--- src/rtl/lsu_ip_input_sampler.sv ---
// Input sampler for the LSU input-peripheral bank: synchronises, debounces and packs switches/keys.
// Optional `LSU_IP_SAMPLER_IRQ_EN adds irq_o, high while any sticky press flag is set.
module lsu_ip_input_sampler #(
    parameter int unsigned SW_W   = 18,
    parameter int unsigned KEY_W  = 4,
    parameter int unsigned DB_CNT = 500000,
    parameter int unsigned CNT_W  = $clog2(DB_CNT)
) (
    input  logic              clk_i,
    input  logic              rst_ni,
    input  logic [SW_W-1:0]   sw_i,
    input  logic [KEY_W-1:0]  key_ni,
    input  logic              clr_valid_i,
    input  logic [KEY_W-1:0]  clr_mask_i,
    output logic [31:0]       pwdata_o,
    output logic              pwrite_o
`ifdef LSU_IP_SAMPLER_IRQ_EN
    ,
    output logic              irq_o
`endif
);

    localparam int unsigned IN_W = SW_W + KEY_W;
    // Idle levels: switches off, keys released (active-low, so 1)
    localparam logic [IN_W-1:0]  SYNC_RST = {{KEY_W{1'b1}}, {SW_W{1'b0}}};
    localparam logic [CNT_W-1:0] CNT_MAX  = CNT_W'(DB_CNT - 1);

    logic [IN_W-1:0]  meta;
    logic [IN_W-1:0]  sync;
    logic [IN_W-1:0]  clean;
    logic [IN_W-1:0]  stable;
    logic [IN_W-1:0]  stable_nxt;
    logic [KEY_W-1:0] sticky;
    logic [KEY_W-1:0] sticky_nxt;
    logic [KEY_W-1:0] rise;
    logic [KEY_W-1:0] clr;
    logic [31:0]      word;

    // Two-flop synchroniser on the raw inputs
    always_ff @(posedge clk_i or negedge rst_ni) begin
        if (!rst_ni) begin
            meta <= SYNC_RST;
            sync <= SYNC_RST;
        end else begin
            meta <= {key_ni, sw_i};
            sync <= meta;
        end
    end

    // XOR with the idle pattern flips key bits so 1 = pressed
    assign clean = sync ^ SYNC_RST;

    for (genvar g = 0; g < IN_W; g++) begin : g_db
        logic [CNT_W-1:0] cnt;
        logic             mismatch;

        assign mismatch      = (clean[g] != stable[g]);
        assign stable_nxt[g] = (mismatch && (cnt == CNT_MAX)) ? clean[g] : stable[g];

        always_ff @(posedge clk_i or negedge rst_ni) begin
            if (!rst_ni) begin
                cnt <= '0;
            end else if (!mismatch || (cnt == CNT_MAX)) begin
                cnt <= '0;
            end else begin
                cnt <= cnt + CNT_W'(1);
            end
        end
    end

    // Set beats clear when a debounced press lands with a clear request
    always_comb begin
        rise       = stable_nxt[IN_W-1:SW_W] & ~stable[IN_W-1:SW_W];
        clr        = clr_valid_i ? clr_mask_i : '0;
        sticky_nxt = (sticky & ~clr) | rise;
        word       = 32'({sticky, stable});
    end

    always_ff @(posedge clk_i or negedge rst_ni) begin
        if (!rst_ni) begin
            stable <= '0;
            sticky <= '0;
        end else begin
            stable <= stable_nxt;
            sticky <= sticky_nxt;
        end
    end

    // Publish only on change so every strobe carries a new word
    always_ff @(posedge clk_i or negedge rst_ni) begin
        if (!rst_ni) begin
            pwdata_o <= '0;
            pwrite_o <= 1'b0;
        end else if (word != pwdata_o) begin
            pwdata_o <= word;
            pwrite_o <= 1'b1;
        end else begin
            pwrite_o <= 1'b0;
        end
    end

`ifdef LSU_IP_SAMPLER_IRQ_EN
    always_ff @(posedge clk_i or negedge rst_ni) begin
        if (!rst_ni) begin
            irq_o <= 1'b0;
        end else begin
            irq_o <= |sticky_nxt;
        end
    end
`endif

endmodule

--- config.mk ---
export PLATFORM = sky130hd
export DESIGN_NAME = lsu_ip_input_sampler
export DESIGN_NICKNAME = d
export VERILOG_FILES = /design/src/rtl/lsu_ip_input_sampler.sv
export SDC_FILE = /design/constraint.sdc
export NUM_CORES = 1
export LEC_CHECK = 0
export ABC_AREA = 1
export BUFFER_PORTS_ARGS = -buffer_cell sky130_fd_sc_hd__buf_4
export CELL_PAD_IN_SITES_DETAIL_PLACEMENT = 0
export CELL_PAD_IN_SITES_GLOBAL_PLACEMENT = 1
export CORE_AREA = 2 2 288 318
export CTS_CLUSTER_DIAMETER = 60
export DETAILED_ROUTE_END_ITERATION = 12
export DIE_AREA = 0 0 290 320
export HOLD_SLACK_MARGIN = 0.15
export MAX_ROUTING_LAYER = met4
export PLACE_DENSITY_LB_ADDON = 0.05
export RECOVER_POWER = 100
export SYNTH_ARGS = -nofsm -noshare
export SYNTH_HDL_FRONTEND = slang
export SYNTH_SLANG_ARGS = --single-unit
--- constraint.sdc ---
create_clock -name clk_i -period 1.9 [get_ports clk_i]
set_input_delay 0.57 -clock clk_i [delete_from_list [all_inputs] [get_ports clk_i]]
set_output_delay 0.57 -clock clk_i [all_outputs]
set_load 0.03 [all_outputs]
After elaboration in Yosys (flattened, before gate mapping)
Index checks and enable logic that the tools add are counted.
{"block": "totals", "reg_bits": 515, "latch_bits": 0, "ram_bits": 0, "mem_bits_ro": 0, "out_inout_bits": 33, "memories": 0}
{"block": "op_classes", "n_addsub": 22, "n_mul": 0, "n_div": 0, "magnitude_cmp": 0, "eq_ne": 45, "shifts": 0, "mux": 28, "bitwise_logic": 6, "reduce_logical": 66}
{"cell": "19-bit by 1-bit adder with 19-bit output (second input constant)", "n": 22}
{"cell": "19-bit == test (second input constant)", "n": 22}
{"cell": "19-bit two-way mux", "n": 22}
{"cell": "26-bit != test", "n": 1}
{"cell": "1-bit logical AND", "n": 22}
{"cell": "1-bit logical NOT", "n": 22}
{"cell": "1-bit logical OR", "n": 22}
{"cell": "1-bit != test", "n": 22}
{"cell": "4-bit inverter", "n": 3}
{"cell": "4-bit bitwise AND", "n": 2}
{"cell": "1-bit two-way mux", "n": 5}
{"cell": "4-bit two-way mux", "n": 1}
{"cell": "4-bit OR", "n": 1}

Longest topological paths before layout
Gate-level depths: netlist of the first run.
{"block": "logic_depth", "word_depth": 6, "depth_mapped": 9, "depth_no_buf": 9}

Least setup slack after synthesis of the first run
OpenSTA, ideal clock, no wires.
{"block": "synth_path", "kind": "register to register", "from": "reg g_db[15].cnt[0]", "to": "reg g_db[15].cnt[11]", "setup_ns": 0.121, "t_arrival_ns": 1.304, "slack_ns": 0.475, "stages_incl_launch_ff": 10, "synth_period_minus_slack_ns": 1.425, "path_cell_list": "dfrtp_1 ha_1 nand2_2 nor2_1 nand3_1 nor2_1 nor2_2 inv_2 buf_6 nor2_1"}
{"block": "synth_via", "elab_chain_len": 3, "elab_cells_between_ends": 4, "classes_between": "1 x add/sub; 1 x eq/ne; 1 x mux; 1 x reduce/logical"}
{"element": "start, declared", "line": "54", "rtl": "logic [CNT_W-1:0] cnt;"}
{"element": "start signal, assigned", "line": "66", "rtl": "cnt <= cnt + CNT_W'(1);"}
{"element": "parallel branches: the longest is 2 deep, another holds 19-bit by 1-bit adder with 19-bit output"}
{"element": "19-bit two-way mux (*)", "line": "63", "rtl": "end else if (!mismatch || (cnt == CNT_MAX)) begin"}
Every way passes the cells marked *.
A chain may end at the register's enable or synchronous reset.

Worst setup path after layout of the first run
{"block": "layout_path", "from": "reg pwdata_o[4]", "to": "out pwdata_o[4]"}
{"element": "start, declared", "line": "15", "rtl": "output logic [31:0] pwdata_o,"}
{"element": "start signal, assigned", "line": "95", "rtl": "pwdata_o <= word;"}
No word-level cell between the ends.

==> impl_metrics.tcl, run 1 <==
set metrics [dict create \
    clkSinkCount 515 \
    die_y_um 320 \
    cp_top_family "flip-flops" \
    drtPass1Iterations 5 \
    cp_cell_sequence "clkbuf_4" \
    cp-start-kind "flip-flop" \
    powerDensity_nw_per_um2 840 \
    antenna_found_initial 2 \
    num_rows 115 \
    syn-cell-area_um2 26700 \
    path_max_fanout 2 \
    switching_power_mw 6.17 \
    cts.path.max_buffers 3 \
    final_net_count 3657 \
    wire_per_inst_um 12.9 \
    syn_area_per_cell_um2 7.73 \
    slowest_stage "dfrtp_1" \
    wirelength_um 62400 \
    p_int_mw 20.1 \
    cts_tree "yes" \
    power_frac_clock 0.540 \
    irDropWorstVdd_uv 696 \
    min_period_ns 1.82 \
    crit_required_ns 1.33 \
    finalPower_mw 26.2 \
    crit_path_end_kind "output pin" \
    nFillCells 9414 \
    grt_first_pass_wirelength_um 107000 \
    tightest_slew_ns 0.731 \
    drv_slew 0 \
    ant_nets 0 \
    critPathKind "flip-flop to output pin" \
    cap_violations 0 \
    skew_ns 0.0217 \
    slew_headroom 0.512 \
    hpwlAfterDp_um 45400 \
    drc 0 \
    grt_overflow 0 \
    dr_total_vias 21000 \
    place_congestion 0.789 \
    syn_to_final_growth_pct 17.0 \
    grt_use_total 0.142 \
    wl_met1_um 29700 \
    synth_seq_cells 515 \
    critical_path_arrival_ns 1.25 \
    setup_ws_ns 0.0751 \
    wl_met3_um 2170 \
    grt_pass1_vias 21400 \
    vias_per_cell 4.33 \
    power_frac_seq 0.430 \
    critPathMaxStageDelay_ns 0.40 \
    fmax_ghz 0.548 \
    num_io_pins 62 \
    grt_setup_unrepaired "false" \
    dr.first_iter.drc_count 991 \
    htree_levels 3 \
    met2WireLength_um 29300 \
    numCtsBuffers 78 \
    place_ws_ns 0.201 \
    switching_share 0.235 \
    hold_viol 0 \
    die_area_um2 92800 \
    initial_core_util 0.299 \
    synthCells 3452 \
    ys_warn_count 0 \
    ys_seq_area_frac 0.483 \
    clockRootBuffer "clkbuf_16" \
    path_buf_inv 1 \
    highest_layer "met4" \
    layout-drive-gt1-share 0.0763 \
    fin_crit_sh 0.960 \
    comb_power_share 0.031 \
    status "finished clean" \
    cts.clk_slew.worst_paths_ns 0.05 \
    core_area_um2 89400 \
    grt_max_degree 57 \
    die_w_um 290 \
    setup_viol 0 \
    fin_tns_setup_ns 0 \
    clkLatencyLatePin_ns 0.62 \
    port_buffers 55 \
    leakagePower_nw 13.2 \
    synth_cell_types 36 \
    hp-class "input pin to flip-flop" \
]
metrics by stage:
step                utilization  cells  hold slack, ns  instance area [um2]
finish                    0.349   4840           0.240                31200
global route              0.349   4840           0.262                31200
CTS                       0.353   4839           0.203                31500
detailed placement        0.321   4672           0.336                28700
global placement          0.321   4672           0.334                28700
floorplan                     -   3457           0.274                26700
final cells by class:
type / count / area, um2 / area share
multi-input combinational: 2561 / 12200 / 0.390
clock buffer: 107 / 2210 / 0.0709
tap: 1170 / 1460 / 0.0469
antenna: 1 / 2.50 / 0.0000801
clock inverter: 36 / 345 / 0.0111
timing repair buffer: 124 / 907 / 0.0290
sequential: 515 / 12900 / 0.413
inverter: 326 / 1220 / 0.0392
state kept, by name (all words and copies together) (netlist names):
signal / cells
g_db.cnt: 418
meta: 22
pwdata_o: 26
pwrite_o: 1
stable: 22
sticky: 4
sync: 22
power by group through the flow:
stage	Sequential (mW)	Clock, mW	Combinational (mW)
floorplan	11.4	0	0.418
global placement	11.5	0	0.851
detailed placement	11.5	0	0.865
CTS	11.3	14.8	0.909
global route	11.3	15.3	0.951
finish	11.3	14.2	0.803
synth_stat cells, drive strengths merged:
| master | instances | area (um2) |
|---|---|---|
| a21oi | 10 | 53.8 |
| nor2 | 942 | 3590 |
| inv | 326 | 1220 |
| nand3b | 7 | 52.6 |
| nand4 | 38 | 238 |
| conb | 1 | 3.75 |
| dfrtp | 507 | 12700 |
| xnor2 | 58 | 508 |
| xor2 | 228 | 2000 |
| a31o | 1 | 8.76 |
| buf | 29 | 264 |
| o21a | 1 | 7.51 |
| nand2 | 855 | 3300 |
| nor3b | 10 | 75.1 |
| o21bai | 21 | 158 |
| o211ai | 2 | 15.0 |
| o21ai | 45 | 225 |
| nand3 | 254 | 1320 |
| nor3 | 42 | 255 |
| and2 | 11 | 68.8 |
| dfstp | 8 | 210 |
| or2 | 8 | 50.1 |
| clkbuf | 26 | 97.6 |
| ha | 22 | 275 |
placed cells by master, fill, tap and decap left out, types with 4 or more instances in the layout:
cell / netlist / layout
buf_4: 15 / 23
clkbuf_4: 0 / 29
xnor2_1: 58 / 58
nor2_2: 11 / 7
inv_1: 324 / 324
clkbuf_16: 0 / 81
conb_1: 1 / 6
o21ai_0: 45 / 45
clkbuf_2: 0 / 26
nor3_2: 9 / 7
nor3b_1: 10 / 10
a21oi_1: 9 / 9
nand4_1: 38 / 38
nand3_1: 245 / 250
nor2_1: 928 / 932
clkinv_2: 0 / 10
and2_1: 10 / 10
nand2_4: 5 / 5
clkbuf_1: 26 / 30
buf_2: 1 / 5
nand2_2: 23 / 22
clkbuf_8: 0 / 9
nand3b_1: 7 / 7
inv_6: 0 / 9
dfstp_2: 8 / 8
dfrtp_1: 507 / 506
nand2_1: 827 / 828
or2_2: 5 / 5
nand3_2: 9 / 4
clkinv_4: 0 / 9
xor2_1: 228 / 228
dlygate4sd3_1: 0 / 23
o21bai_1: 21 / 21
clkinvlp_4: 0 / 4
nor3_1: 33 / 35
ha_1: 22 / 22
repair_timing:
item / in CTS / in global routing
buffers inserted: 1 / 0
hold buffers: 23 / 0
resized for setup: 2 / 2
setup endpoints to repair: 1 / 17
endpoints found under the hold margin: 204 / 0
worst paths after layout:
kind / startpoint / endpoint / slack (ns) / cells past startpoint
worst min register to register: meta[1] / sync[1] / 0.35 / 0
worst min-delay path: clr_mask_i[2] / sticky[2] / 0.24 / 4
worst max register to register: g_db[18].cnt[0] / g_db[18].cnt[18] / 0.20 / 6
max in group asynchronous: rst_ni / meta[18] / 0.20 / 4
min in group asynchronous: rst_ni / g_db[11].cnt[16] / 0.56 / 2
worst max-delay path: pwdata_o[4] / pwdata_o[4] / 0.08 / 1
per-layer routing:
layer  global-route usage  vias to the layer above
li1                     -                    11000
met1                0.181                     9692
met2                0.233                      197
met3               0.0231                       86
met4               0.0418                        0
met5                    -                        -
kinds of logic (layout without fill, tap and decap cells):
family	after synthesis	after routing	share of synthesized area
XOR/XNOR	286	286	0.0939
buffers and inverters	381	593	0.0594
flip-flops	515	515	0.483
adder cells (fa/ha/maj)	22	22	0.0103
AO/OA/AOI/OAI	80	80	0.0175
AND/OR/NAND/NOR	2167	2167	0.335
other	1	7	0.000141
No activity file was read; power rests on OpenSTA's default activity.
==> run 2: changes to the inputs <==
PLACE_DENSITY_LB_ADDON = 0.08   (was 0.05)
clock period = 1.6 ns   (was 1.9 ns; I/O delays follow)
==> run 2 against run 1 <==
The run now ends with setup timing left; sequential cell count did not move; final cell count increased by 2.3%; register-to-register slack worse by 0.17 ns; hold slack worse by 0.038 ns; utilization increased by 1.4 points; largest power group unchanged.
==> impl_metrics.tcl, run 2 (synthesized netlist as in run 1, its figures left out) <==
set metrics [dict create \
    status "finished, violations left" \
    violations "setup timing" \
    cp-start-kind "flip-flop" \
    place_ws_ns 0.0261 \
    fin_crit_sh 1.06 \
    initial_core_util 0.299 \
    nFillCells 9293 \
    clockRootBuffer "clkbuf_16" \
    switching_power_mw 7.10 \
    seq_area_um2 12900 \
    crit_required_ns 1.12 \
    final_net_count 3776 \
    setup_ws_ns -0.0905 \
    diodes 0 \
    slew_headroom 0.436 \
    switching_share 0.224 \
    largest_reg_flops 418 \
    grt_first_pass_wirelength_um 108000 \
    die_area_um2 92800 \
    power_frac_seq 0.422 \
    irDropWorstVdd_uv 666 \
    powerDensity_nw_per_um2 974 \
    clkSinkCount 515 \
    cp_cell_sequence "buf_6" \
    grt_pass1_vias 22000 \
    critPathMaxStageDelay_ns 0.44 \
    path_max_fanout 1 \
    grt_max_degree 37 \
    fmax_ghz 0.592 \
    numCtsBuffers 75 \
    hold_viol 0 \
    grt_setup_unrepaired "true" \
    grt_use_total 0.145 \
    core_area_um2 89400 \
    die_y_um 320 \
    dp.cells 4763 \
    critical_path_arrival_ns 1.21 \
    drtPass1Iterations 5 \
    cts.clk_slew.worst_paths_ns 0.06 \
    num_rows 115 \
    num_io_pins 62 \
    path_buf_inv 1 \
    most-common-layout-cells "nor2_1, nand2_1, dfrtp_1, inv_1, nand3_1" \
    antenna_found_initial 0 \
    critPathKind "flip-flop to output pin" \
    htree_levels 3 \
    drv_slew 0 \
    wire_per_inst_um 12.9 \
    dr.first_iter.drc_count 779 \
    layout-drive-gt1-share 0.105 \
    multi_input_area_um2 12200 \
    crit_path_end_kind "output pin" \
    cp_top_family "flip-flops" \
    leakagePower_nw 14.0 \
    drc 0 \
    die_w_um 290 \
    wirelength_um 63800 \
    finalPower_mw 31.7 \
    syn_to_final_growth_pct 21.8 \
    comb_power_share 0.035 \
    setup_viol 27 \
    fin_tns_setup_ns -0.804 \
    largest-register "g_db.cnt" \
    cts.path.max_buffers 3 \
    min_period_ns 1.69 \
    port_buffers 55 \
    slowest_stage "dfrtp_2" \
    clkLatencyLatePin_ns 0.62 \
    hp-class "input pin to flip-flop" \
    fin_cells 4952 \
    cts_tree "yes" \
    top_regs "g_db.cnt (418), pwdata_o (26)" \
    vias_per_cell 4.33 \
    final_common_cell "nor2_1" \
    hpwlAfterDp_um 46500 \
    cap_violations 0 \
    ant_nets 0 \
    dr_total_vias 21400 \
    skew_ns 0.0187 \
    grt_overflow 0 \
    power_frac_clock 0.543 \
    p_int_mw 24.6 \
    place_congestion 0.831 \
    tightest_slew_ns 0.845 \
]
run 2: final timing paths:
kind,startpoint,endpoint,slack [ns],cells past startpoint
min reg2reg,meta[9],sync[9],0.35,0
min in group asynchronous,rst_ni,g_db[7].cnt[13],0.26,2
max in group asynchronous,rst_ni,sync[20],0.11,4
max reg2reg,g_db[20].cnt[0],g_db[20].cnt[9],0.03,6
max,pwrite_o,pwrite_o,-0.09,1
min,clr_valid_i,sticky[2],0.20,4
run 2: cell type report:
cell class	count	area share
inverter	326	0.0376
tap	1170	0.0450
clock buffer	105	0.0691
timing repair buffer	244	0.0645
sequential	515	0.397
clock inverter	29	0.0112
multi-input combinational	2563	0.376
run 2: through the flow:
step           instance area, um2  utilization  hold slack [ns]
2_1_floorplan               26700            -            0.184
3_3_place_gp                29700        0.332            0.329
3_5_place_dp                29700        0.332            0.326
4_1_cts                     32800        0.367            0.161
5_1_grt                     32500        0.364            0.202
6_report                    32500        0.364            0.201
run 2: per-layer routing:
metal | GRT usage | up-vias | share of wire
li1 | - | 11200 | -
met1 | 0.174 | 9956 | 0.46
met2 | 0.246 | 183 | 0.49
met3 | 0.0246 | 90 | 0.032
met4 | 0.0462 | 0 | 0.021
met5 | - | - | 0
run 2: power by group through the flow:
stage / Combinational, mW / Sequential (mW) / Clock, mW
after detailed placement: 1.20 / 13.6 / 0
after global routing: 1.28 / 13.4 / 18.5
after CTS: 1.26 / 13.4 / 18.0
after global placement: 1.19 / 13.6 / 0
after floorplan: 0.496 / 13.6 / 0
final: 1.10 / 13.4 / 17.2
run 2: tightest hold or removal path, cell delays in order:
cell and delay, ns:
buf_4 0.10, nand2_1 0.05, nand2_1 0.05, o21ai_0 0.07
run 2: repair_timing:
| item | in CTS | in global routing |
|---|---|---|
| hold buffers | 27 | 0 |
| endpoints found under the setup margin | 27 | 110 |
| endpoints found under the hold margin | 206 | 0 |
| cloned | 0 | 2 |
| buffers inserted | 21 | 5 |
| pin swaps | 0 | 2 |
| resized for setup | 29 | 21 |
